**src/rtl/grid_pkg.sv**
```systemverilog
// Shared constants and types for the grid memory port-A arbiter.
package grid_pkg;

    localparam int unsigned ADDR_W_DEF = 8;
    localparam int unsigned DATA_W_DEF = 8;
    localparam int unsigned DEPTH_DEF  = 256;

    localparam int unsigned GC      = 0;
    localparam int unsigned LC      = 1;
    localparam int unsigned DBG     = 2;
    localparam int unsigned NUM_REQ = 3;

    typedef enum logic [2:0] {
        StClear,
        StIdle,
        StOwnGc,
        StOwnLc,
        StOwnDbg
    } arb_state_e;

endpackage

```
**src/rtl/grid_clear_seq.sv**
```systemverilog
// Walks the grid address space once, one word per cycle, to zero the memory.
module grid_clear_seq #(
    parameter int unsigned ADDR_W = 8,
    parameter int unsigned DEPTH  = 256
) (
    input  logic              clk_i,
    input  logic              rst_i,
    input  logic              start_i,
    output logic              busy_o,
    output logic [ADDR_W-1:0] addr_o,
    output logic              last_o
);

    localparam logic [ADDR_W-1:0] LastAddr = ADDR_W'(DEPTH - 1);

    logic              busy_q, busy_d;
    logic [ADDR_W-1:0] cnt_q, cnt_d;

    assign busy_o = busy_q;
    assign addr_o = cnt_q;
    assign last_o = busy_q && (cnt_q == LastAddr);

    always_comb begin
        busy_d = busy_q;
        cnt_d  = cnt_q;
        if (start_i) begin
            busy_d = 1'b1;
            cnt_d  = '0;
        end else if (busy_q) begin
            if (last_o) begin
                busy_d = 1'b0;
                cnt_d  = '0;
            end else begin
                cnt_d = cnt_q + 1'b1;
            end
        end
    end

    // Reset leaves the sequencer running so the grid is cleared on power-up.
    always_ff @(posedge clk_i) begin
        if (rst_i) begin
            busy_q <= 1'b1;
            cnt_q  <= '0;
        end else begin
            busy_q <= busy_d;
            cnt_q  <= cnt_d;
        end
    end

endmodule

```
**src/rtl/grid_port_arbiter.sv**
```systemverilog
// Port-A owner for the grid memory: clear sequencer plus a locking arbiter for
// the game controller, line-clear engine and debug loader.
module grid_port_arbiter
    import grid_pkg::*;
#(
    parameter int unsigned ADDR_W = ADDR_W_DEF,
    parameter int unsigned DATA_W = DATA_W_DEF,
    parameter int unsigned DEPTH  = DEPTH_DEF
) (
    input  logic              clk,
    input  logic              reset,
    input  logic              clear_start,
    output logic              clear_busy,
    input  logic              req_gc,
    input  logic              req_lc,
    input  logic              req_dbg,
    input  logic [ADDR_W-1:0] addr_gc,
    input  logic [ADDR_W-1:0] addr_lc,
    input  logic [ADDR_W-1:0] addr_dbg,
    input  logic [DATA_W-1:0] wdata_gc,
    input  logic [DATA_W-1:0] wdata_lc,
    input  logic [DATA_W-1:0] wdata_dbg,
    input  logic              we_gc,
    input  logic              we_lc,
    input  logic              we_dbg,
    output logic              gnt_gc,
    output logic              gnt_lc,
    output logic              gnt_dbg,
    output logic              rvalid_gc,
    output logic              rvalid_lc,
    output logic              rvalid_dbg,
    output logic [ADDR_W-1:0] mem_addr,
    output logic [DATA_W-1:0] mem_wdata,
    output logic              mem_we,
    input  logic [DATA_W-1:0] mem_rdata
);

    arb_state_e state_q, state_d;
    logic       pend_q, pend_d;
    logic       pref_lc_q, pref_lc_d;

    logic [NUM_REQ-1:0] rvalid_q, rvalid_d;
    logic [NUM_REQ-1:0] req_v, we_v, gnt;
    logic [ADDR_W-1:0]  addr_v  [NUM_REQ];
    logic [DATA_W-1:0]  wdata_v [NUM_REQ];
    logic               own_req;

    logic              clr_start, clr_busy, clr_last;
    logic [ADDR_W-1:0] clr_addr;

    // Read data goes straight from the memory to the requesters.
    logic unused_rdata;
    assign unused_rdata = ^mem_rdata;

    assign req_v = {req_dbg, req_lc, req_gc};
    assign we_v  = {we_dbg, we_lc, we_gc};

    assign addr_v[GC]   = addr_gc;
    assign addr_v[LC]   = addr_lc;
    assign addr_v[DBG]  = addr_dbg;
    assign wdata_v[GC]  = wdata_gc;
    assign wdata_v[LC]  = wdata_lc;
    assign wdata_v[DBG] = wdata_dbg;

    assign gnt[GC]  = (state_q == StOwnGc);
    assign gnt[LC]  = (state_q == StOwnLc);
    assign gnt[DBG] = (state_q == StOwnDbg);
    assign own_req  = |(gnt & req_v);

    assign gnt_gc     = gnt[GC];
    assign gnt_lc     = gnt[LC];
    assign gnt_dbg    = gnt[DBG];
    assign rvalid_gc  = rvalid_q[GC];
    assign rvalid_lc  = rvalid_q[LC];
    assign rvalid_dbg = rvalid_q[DBG];
    assign clear_busy = clr_busy;

    grid_clear_seq #(
        .ADDR_W (ADDR_W),
        .DEPTH  (DEPTH)
    ) u_clear_seq (
        .clk_i   (clk),
        .rst_i   (reset),
        .start_i (clr_start),
        .busy_o  (clr_busy),
        .addr_o  (clr_addr),
        .last_o  (clr_last)
    );

    always_comb begin
        state_d   = state_q;
        pend_d    = pend_q;
        pref_lc_d = pref_lc_q;
        clr_start = 1'b0;
        case (state_q)
            StClear: begin
                if (clr_last) state_d = StIdle;
            end
            StIdle: begin
                if (clear_start || pend_q) begin
                    state_d   = StClear;
                    clr_start = 1'b1;
                    pend_d    = 1'b0;
                end else if (req_dbg) begin
                    state_d = StOwnDbg;
                end else if (req_gc && (!req_lc || !pref_lc_q)) begin
                    state_d   = StOwnGc;
                    pref_lc_d = 1'b1;
                end else if (req_lc) begin
                    state_d   = StOwnLc;
                    pref_lc_d = 1'b0;
                end
            end
            StOwnGc, StOwnLc, StOwnDbg: begin
                // The owner is never preempted; a clear waits for the release.
                if (clear_start) pend_d = 1'b1;
                if (!own_req) state_d = StIdle;
            end
            default: state_d = StIdle;
        endcase
    end

    always_comb begin
        rvalid_d = gnt & req_v & ~we_v;
    end

    always_comb begin
        mem_we    = 1'b0;
        mem_addr  = '0;
        mem_wdata = '0;
        if (!reset) begin
            if (state_q == StClear) begin
                mem_we   = 1'b1;
                mem_addr = clr_addr;
            end else begin
                for (int i = 0; i < NUM_REQ; i++) begin
                    if (gnt[i] && req_v[i]) begin
                        mem_we    = we_v[i];
                        mem_addr  = addr_v[i];
                        mem_wdata = wdata_v[i];
                    end
                end
            end
        end
    end

    always_ff @(posedge clk) begin
        if (reset) begin
            state_q   <= StClear;
            pend_q    <= 1'b0;
            pref_lc_q <= 1'b0;
            rvalid_q  <= '0;
        end else begin
            state_q   <= state_d;
            pend_q    <= pend_d;
            pref_lc_q <= pref_lc_d;
            rvalid_q  <= rvalid_d;
        end
    end

endmodule
```
**config.mk**
```make
export PLATFORM = sky130hd
export DESIGN_NAME = grid_port_arbiter
export DESIGN_NICKNAME = d
export VERILOG_FILES = /design/src/rtl/grid_pkg.sv /design/src/rtl/grid_clear_seq.sv /design/src/rtl/grid_port_arbiter.sv
export SDC_FILE = /design/constraint.sdc
export NUM_CORES = 1
export LEC_CHECK = 0
export BUFFER_PORTS_ARGS = -buffer_cell sky130_fd_sc_hd__buf_2
export CAP_MARGIN = 25
export CELL_PAD_IN_SITES_DETAIL_PLACEMENT = 0
export CELL_PAD_IN_SITES_GLOBAL_PLACEMENT = 2
export CORE_ASPECT_RATIO = 0.8
export CORE_MARGIN = 2
export CORE_UTILIZATION = 22
export CTS_BUF_LIST = sky130_fd_sc_hd__clkbuf_16
export DETAILED_ROUTE_END_ITERATION = 7
export GPL_ROUTABILITY_DRIVEN = 1
export GPL_TIMING_DRIVEN = 0
export HOLD_SLACK_MARGIN = 0.05
export PLACE_DENSITY = 0.81
export REMOVE_ABC_BUFFERS = 1
export SYNTH_ARGS = -nofsm -noshare
export SYNTH_HDL_FRONTEND = slang
export SYNTH_SLANG_ARGS = --single-unit
```
**constraint.sdc**
```tcl
create_clock -name clk -period 3.5 [get_ports clk]
set_input_delay 0.7 -clock clk [delete_from_list [all_inputs] [get_ports clk]]
set_output_delay 0.7 -clock clk [all_outputs]
set_load 0.02 [all_outputs]
```
==> results.yml <==
run_status:
  status: "finished clean"
clock_network:
  clock_tree.root_cell: "clkbuf_16"
  clk_latency_ps: 250
  cts_made_buffers: 3
  cts_tree: "done"
  clockBufferDepth: 2
  cts_sinks: 17
  cts_setup_buffers: 0
  clk_pin_slew_worst_paths_ps: 50
  htree_levels: 1
global_route:
  use_met3: 0.0289
  overflow: 0
  grt_pass1_wl_um: 6600
  groute.usage.overall: 0.123
  grt_max_degree: 24
  use_met1: 0.155
  grt.busiest_layer: "met2"
  use_met2: 0.206
  grt_pass1_vias: 1393
  antenna_found_initial: 0
layout:
  fin_nets: 306
  n_antenna_cell: 0
  area_growth_pct: 40.8
  drive_above_1_share: 0.402
  post-route-util: 0.317
  instances_no_fill: 320
flow_run:
  cap_violations: 0
timing:
  worst_pin_slew_ps: 938
  max_freq_mhz: 320
  fin_worst_skew_ps: 1.48
  slew_viol_final: 0
  timing.final.crit_share: 0.894
  slew_headroom: 0.374
  timing.final.crit_period_ps: 3130
  setup_slack_ps: 370
  hold_violations: 0
  rsz0062_at_grt: "no"
  setup_viol: 0
  hold_ws_ps: 501
synthesis:
  synthCells: 169
  synth_area_leaders: "dfxtp_1, a22oi_1, a221o_1"
  synth_area_leader_cell: "dfxtp_1"
  async_flop_share: 0
  syn_area_um2: 1310
  yosysTopAreaCellShare: 0.260
  ys_types: 45
  ys_seq_area_frac: 0.260
  synth_area_per_cell_um2: 7.74
  synth_top_flop_cell: "dfxtp_1"
  ys_warn_count: 0
  synth_seq_cells: 17
  synth_edf_count: 0
pwr:
  power-per-cell-area_nw_per_um2: 270
  ir_worst_vdd_uv: 138
  total_power_w: 0.000498
  p_leak_nw: 0.752
worst_hold_path:
  hp-start: "pref_lc_q$_SDFFE_PP0P_"
  hold_path_class: "reg -> reg"
floorplanning:
  initial_core_util: 0.225
  coreArea_um2: 5820
  die_x_um: 90.2
  row_count: 25
  dieArea_um2: 6590
  die_y_um: 73.0
  io_pins: 89
setup_path:
  cp_max_fo: 23
  cp.required_ps: 2800
  r2r_start: "state_q[0]$_SDFFE_PP0P_"
  path_class: "reg -> out"
  cp-startpoint: "state_q[2]$_SDFFE_PP0P_"
  start_kind: "register"
  end_kind: "output pin"
  cp.arrival_ps: 2430
placed_design:
  place_hpwl_um: 3190
  io_buffers: 80
  pre_cts_slack_ps: 346
  place.gp.congestion: 0.718
  dp.cells: 316
route:
  viasPerCell: 4.79
  first_pass_iters: 4
  drc_errors: 0
  drt_iter0_drc: 78
  routedWlPerCell_um: 13.3
  ant_nets: 0
  wirelength_um: 4250
  vias: 1532
## worst max-delay path: stages, from the launching register on
cell     delay (ps)
dfxtp_2         600
nor3b_2         330
nand2_1         290
nor2_1          530
a221o_1         250
buf_2           170
## final timing paths
kind / endpoint / slack (ps) / cells past startpoint
setup / recovery: mem_addr[0] / 370 / 5
hold / removal: pref_lc_q$_SDFFE_PP0P_ / 500 / 2
setup reg to reg: rvalid_q[1]$_SDFF_PP0_ / 1740 / 2
hold reg to reg: pref_lc_q$_SDFFE_PP0P_ / 500 / 2
## flip-flops by register name, indices dropped and copies added, names as in the netlist
signal and count:
pend_q 1, pref_lc_q 1, rvalid_q 3, state_q 3
u_clear_seq.addr_o 8, u_clear_seq.busy_o 1
## per-layer routing
metal | wire (um) | share of wire
met3 | 211 | 0.050
met2 | 1900 | 0.45
met1 | 2080 | 0.49
met5 | 0 | 0
met4 | 64 | 0.015
## final cells by class
type | instances | area, um2
clock buffers | 3 | 75.1
clock inverters | 1 | 5.00
fillers | 676 | 3980
inverters | 1 | 3.75
multi-input cells | 137 | 916
flip-flops and latches | 17 | 342
well taps | 81 | 101
repair buffers | 80 | 400
## power breakdown
| part | leakage [nW] | switching [W] | internal, W | total (W) |
|---|---|---|---|---|
| clock network | 0.0409 | 0.0000781 | 0.000153 | 0.000231 |
| logic | 0.573 | 0.0000306 | 0.0000351 | 0.0000658 |
| registers | 0.138 | 0.00000426 | 0.000197 | 0.000201 |
## kinds of logic (layout without fill, tap and decap cells)
kind of cell / Yosys count / in the layout / share of synthesized area
AND/OR/NAND/NOR: 70 / 70 / 0.294
AO/OA/AOI/OAI: 60 / 60 / 0.342
flip-flops: 17 / 17 / 0.260
buffers and inverters: 15 / 85 / 0.0516
XOR/XNOR: 4 / 4 / 0.0268
multiplexers: 2 / 2 / 0.0163
adder cells (fa/ha/maj): 1 / 1 / 0.00956
## per-stage QoR
stage,setup TNS (ps),cell area (um2)
floorplan,0,1240
global placement,-13960,1750
detailed placement,0,1760
CTS,0,1840
global route,0,1840
finish,0,1840
## placed cells by master, fill, tap and decap left out, types with 2 or more instances in the layout
cell,count
buf_2,80
nor2_1,21
a22oi_1,17
dfxtp_1,16
a21oi_1,13
nand2_1,10
a221o_1,8
nand2b_1,8
a211oi_1,8
nor3_1,6
nand3_1,5
o21ai_0,4
nor3b_1,3
nor2b_1,3
xor2_1,3
clkbuf_16,3
a31oi_1,2
nand4_1,2
## cells in the mapped netlist, types with 2 or more instances
cell type  count
a211oi_1       8
a21oi_1       13
a221o_1        8
a22oi_1       17
a31oi_1        2
buf_1          2
buf_2          6
clkbuf_1       5
dfxtp_1       17
nand2_1       10
nand2b_1       8
nand3_1        5
nand4_1        2
nor2_1        21
nor2b_1        3
nor3_1         6
nor3b_1        3
o21ai_0        4
xor2_1         3
## repair_timing
| action | 4_1_cts | 5_1_grt |
|---|---|---|
| gates resized for setup | 0 | 1 |
| endpoints found under the hold margin | 0 | 0 |
| hold buffers | 0 | 0 |
| setup endpoints to repair | 0 | 8 |
Note: power is estimated with default switching activity, not from simulation.
